$ cat src/rtl/pipe_stage_skid_pkg.sv
// Shared types and constants for the inter-stage pipeline registers.
// The IF/ID bubble is a NOP instruction paired with an all-ones PC marker.
package pipe_stage_skid_pkg;

  localparam logic [31:0] NOP          = 32'h0000_0013;
  localparam logic [31:0] PC_BUBBLE    = 32'hffff_ffff;
  localparam logic [63:0] IF_ID_BUBBLE = {NOP, PC_BUBBLE};

  typedef struct packed {
    logic [31:0] inst;
    logic [31:0] pc;
  } if_id_payload_t;

  typedef enum logic [1:0] {
    EMPTY = 2'd0,
    MAIN  = 2'd1,
    BOTH  = 2'd2
  } pipe_state_e;

  function automatic logic [1:0] state_occ(input pipe_state_e s);
    logic [1:0] n;
    n = 2'd0;
    case (s)
      MAIN:    n = 2'd1;
      BOTH:    n = 2'd2;
      default: n = 2'd0;
    endcase
    return n;
  endfunction

endpackage

$ cat src/rtl/pipe_stage_skid.sv
// Parametrised pipeline stage register with valid/ready handshake, flush and
// bubble insertion; SKID=1 adds a second entry so in_ready comes from a flop.
//
// Handshake: a payload moves upstream->stage on a rising edge where
// in_valid & in_ready, and stage->downstream where out_valid & out_ready.
// Once in_valid is raised, in_data must hold until accepted; out_data holds
// while out_valid & ~out_ready. Both transfers are evaluated on the same edge.
module pipe_stage_skid
  import pipe_stage_skid_pkg::*;
#(
  parameter int unsigned       DATA_W      = 64,
  parameter logic [DATA_W-1:0] BUBBLE_DATA = DATA_W'(IF_ID_BUBBLE),
  parameter bit                SKID        = 1'b1
) (
  input  logic              clk,
  input  logic              rst_n,
  input  logic              flush,
  input  logic              in_valid,
  output logic              in_ready,
  input  logic [DATA_W-1:0] in_data,
  output logic              out_valid,
  input  logic              out_ready,
  output logic [DATA_W-1:0] out_data,
  output logic [1:0]        occ,
  output pipe_state_e       state
);

  pipe_state_e       state_q, state_d;
  logic [DATA_W-1:0] main_q, main_d;
  logic [DATA_W-1:0] skid_q;
  logic              accept, emit;

  assign accept    = in_valid & in_ready;
  assign emit      = out_valid & out_ready;
  assign out_valid = (state_q != EMPTY);
  assign out_data  = main_q;
  assign occ       = state_occ(state_q);
  assign state     = state_q;

  // main_q returns to the bubble whenever the stage drains, so out_data is a
  // NOP whenever out_valid is low without needing an output mux.
  always_comb begin
    state_d = state_q;
    main_d  = main_q;
    if (flush) begin
      state_d = EMPTY;
      main_d  = BUBBLE_DATA;
    end else begin
      unique case (state_q)
        EMPTY: begin
          if (accept) begin
            state_d = MAIN;
            main_d  = in_data;
          end
        end
        MAIN: begin
          if (accept && emit) begin
            main_d = in_data;
          end else if (accept) begin
            state_d = BOTH;
          end else if (emit) begin
            state_d = EMPTY;
            main_d  = BUBBLE_DATA;
          end
        end
        BOTH: begin
          if (emit) begin
            state_d = MAIN;
            main_d  = skid_q;
          end
        end
        default: begin
          state_d = EMPTY;
          main_d  = BUBBLE_DATA;
        end
      endcase
    end
  end

  always_ff @(posedge clk or negedge rst_n) begin
    if (!rst_n) begin
      state_q <= EMPTY;
      main_q  <= BUBBLE_DATA;
    end else begin
      state_q <= state_d;
      main_q  <= main_d;
    end
  end

  if (SKID) begin : g_skid
    logic ready_q;

    // Registered ready: the stage can always absorb one more payload unless
    // it will be holding two, so out_ready never reaches in_ready in-cycle.
    always_ff @(posedge clk or negedge rst_n) begin
      if (!rst_n) begin
        ready_q <= 1'b1;
      end else begin
        ready_q <= (state_d != BOTH);
      end
    end
    assign in_ready = ready_q;

    always_ff @(posedge clk or negedge rst_n) begin
      if (!rst_n) begin
        skid_q <= BUBBLE_DATA;
      end else if (flush) begin
        skid_q <= BUBBLE_DATA;
      end else if (state_q == MAIN && accept && !emit) begin
        skid_q <= in_data;
      end else if (state_q == BOTH && emit) begin
        skid_q <= BUBBLE_DATA;
      end
    end
  end else begin : g_single
    assign in_ready = ~out_valid | out_ready;
    assign skid_q   = BUBBLE_DATA;
  end

endmodule

$ cat config.mk
export PLATFORM = sky130hd
export DESIGN_NAME = pipe_stage_skid
export DESIGN_NICKNAME = d
export VERILOG_FILES = /design/src/rtl/pipe_stage_skid_pkg.sv /design/src/rtl/pipe_stage_skid.sv
export SDC_FILE = /design/constraint.sdc
export NUM_CORES = 1
export LEC_CHECK = 0
export CAP_MARGIN = 20
export CORE_MARGIN = 4
export CORE_UTILIZATION = 50
export CTS_BUF_LIST = sky130_fd_sc_hd__clkbuf_4 sky130_fd_sc_hd__clkbuf_8
export DETAILED_ROUTE_END_ITERATION = 7
export PLACE_DENSITY = 0.8
export SYNTH_ARGS = -nofsm -noshare
export SYNTH_HDL_FRONTEND = slang
export SYNTH_SLANG_ARGS = --single-unit
$ cat constraint.sdc
create_clock -name clk -period 2.85 [get_ports clk]
set_input_delay 0.57 -clock clk [delete_from_list [all_inputs] [get_ports clk]]
set_output_delay 0.57 -clock clk [all_outputs]
set_load 0.02 [all_outputs]
==> flow_summary.json <==
{
  "outcome": "finished, final reports clean",
  "path_delay_family": "buffers and inverters",
  "drt-total-wl_mm": 15.2,
  "synth_top_area_cell": "dfstp_2",
  "rsz0062_at_grt": "false",
  "grt_overflow_total": 0,
  "total_power_mw": 4.43,
  "setup_tns_ns": 0,
  "nets": 690,
  "ys_warn_count": 0,
  "ys_seq_area_frac": 0.572,
  "cts_tree": "built",
  "fin_skew_ns": 0.0104,
  "area_delta_synth_final_pct": 31.8,
  "clock_latency_ns": 0.43,
  "criticalPathCategory": "reg -> out",
  "reg2reg_depth": 6,
  "via_count": 4664,
  "synth_area_um2": 5890,
  "crit_path_cell_trace": "nor2b_2, clkdlybuf4s50_1",
  "reg2reg_setup_slack_ns": 0.66,
  "period_share": 0.853,
  "grt_pass1_vias": 4657,
  "hold_class": "in -> async",
  "syn_nets": 562,
  "ios": 139,
  "crit_arrival_ns": 1.86,
  "synth-edff-count": 0,
  "holdBufCountCts": 0,
  "max-vdd-ir-drop_v": 0.000313,
  "antenna_found_initial": 0,
  "die_x_um": 117,
  "antennaDiodeCount": 0,
  "die_y_um": 117,
  "pwr-share-clk": 0.347,
  "synthCells": 493,
  "synth_seq_cells": 131,
  "leakage_nw": 3.09,
  "drv_cap": 0,
  "synth.avg_cell_area_um2": 11.9,
  "core-area_um2": 11500,
  "power.switching_mw": 1.23,
  "swShare": 0.278,
  "gp_congestion": 0.815,
  "die-area_um2": 13600,
  "path_max_fanout": 15,
  "clockBufferDepth": 2,
  "worstSetupEndpointType": "output pin",
  "dr.pass1.iters": 4,
  "pwr-share-seq": 0.469,
  "finalSetupViolCount": 0,
  "cts_sinks": 131,
  "fillers": 844,
  "synth_ff_type": "dfstp_2",
  "yosysUniqueCellTypes": 29,
  "synth.area.top_cells": "dfstp_2 32%, dfrtp_1 25%, a22o_1 8.6%, o22a_1 5.4%, a2bb2oi_1 5.2%",
  "via_per_inst": 6.00,
  "hold_violations": 0,
  "intPower_mw": 3.20,
  "cts_inserted_buffers": 17,
  "grt_usage": 0.226,
  "wl_per_cell_um": 19.6,
  "setup_slack_ns": 0.418,
  "drive_gt1_frac": 0.203,
  "synth.top_cell.area_share": 0.317,
  "placed_area_um2": 7370,
  "slowest_delay_ns": 0.65,
  "cellPowerDensity_nw_per_um2": 571,
  "slew_headroom": 0.544,
  "r2r_end": "out_data[16]",
  "drc": 0,
  "r2r-start": "state[0]",
  "start_util": 0.513,
  "path_clk_slew_ns": 0.08,
  "cts_resized": 0,
  "cts-root-buf": "clkbuf_8",
  "synthTopCellsByCount": "71 x dfstp_2, 60 x dfrtp_1, 58 x a22o_1",
  "grt_pass1_wl_mm": 24.0,
  "async_flop_share": 1.00,
  "start_kind": "register",
  "synthMostInstantiatedCell": "dfstp_2",
  "crit_slowest_cell": "clkdlybuf4s50_1",
  "cp_num_buf_inv": 1,
  "drtIter0Drc": 315,
  "postRouteAntennaNets": 0,
  "place_ws_ns": 0.411,
  "grt_max_degree": 132,
  "port_buffers": 138,
  "rows": 39,
  "crit_required_ns": 2.28,
  "cts_setup_buffers": 0,
  "fin_area_um2": 7760,
  "hpwl_mm": 9.53,
  "fmax_mhz": 411,
  "htree_levels": 4,
  "worstMarginPinSlew_ns": 0.685,
  "slew_viol_final": 0,
  "min_period_ns": 2.43,
  "p_comb_frac": 0.185
}
-- power groups by stage --
stage / sequential (mW) / clock [mW] / combinational, mW
detailed placement: 2.10 / 0 / 0.818
CTS: 2.08 / 1.56 / 0.820
finish: 2.08 / 1.54 / 0.817
global placement: 2.10 / 0 / 0.799
floorplan: 2.19 / 0 / 0.330
global route: 2.09 / 1.65 / 0.874
-- routing by layer --
metal | GRT usage | up-vias | share of wire
li1 | - | 2087 | -
met1 | 0.310 | 2379 | 0.44
met2 | 0.356 | 192 | 0.48
met3 | 0.0674 | 6 | 0.081
met4 | 0.0510 | 0 | 0.0047
met5 | 0 | - | 0
-- layout make-up --
| class | count | area [um2] | area share |
|---|---|---|---|
| Multi-Input combinational cell | 315 | 2280 | 0.294 |
| Sequential cell | 131 | 3370 | 0.434 |
| Inverter | 2 | 7.51 | 0.000968 |
| Clock buffer | 18 | 248 | 0.0319 |
| Clock inverter | 14 | 136 | 0.0176 |
| Timing Repair Buffer | 154 | 1540 | 0.198 |
| Tap cell | 143 | 179 | 0.0231 |
-- layout by cell type (no fill, tap or decap), types with 4 or more instances in the layout --
master / Yosys / routed
dfrtp_1: 60 / 59
o22a_1: 36 / 36
clkbuf_8: 0 / 18
mux2i_1: 30 / 30
nand2_1: 33 / 33
clkdlybuf4s50_1: 0 / 137
buf_4: 6 / 14
a21oi_1: 38 / 38
dfstp_2: 71 / 71
a22o_1: 58 / 58
clkinv_2: 0 / 4
nor2b_1: 37 / 36
o21ai_0: 30 / 30
a2bb2oi_1: 35 / 35
-- worst max path at each step --
stage / start / end / slack [ns] / cells past startpoint
global route: state[0] / occ[1] / 0.33 / 2
CTS: state[0] / occ[1] / 0.39 / 2
detailed placement: out_ready / out_data[50] / 0.41 / 6
floorplan: state[0] / occ[1] / 0.92 / 4
global placement: out_ready / out_data[57] / 0.47 / 6
finish: state[0] / occ[1] / 0.42 / 2
-- logic make-up (layout without fill, tap and decap cells) --
logic type,count (synthesis),after routing,synth area share
AO/OA/AOI/OAI,203,203,0.258
buffers and inverters,47,188,0.0440
flip-flops,131,131,0.572
multiplexers,30,30,0.0510
AND/OR/NAND/NOR,82,82,0.0750
-- metrics by stage --
step / util / hold WS (ns) / instances
6_report: 0.677 / 0.224 / 777
5_1_grt: 0.677 / 0.245 / 777
4_1_cts: 0.677 / 0.259 / 777
3_5_place_dp: 0.643 / 0.491 / 745
3_3_place_gp: 0.643 / 0.487 / 745
2_1_floorplan: - / 0.274 / 493
-- registers in the layout (all words and copies together) (netlist names) --
name      cells
in_ready      1
state         2
out_data     64
skid_q       64
No activity file was read; power rests on OpenSTA's default activity.
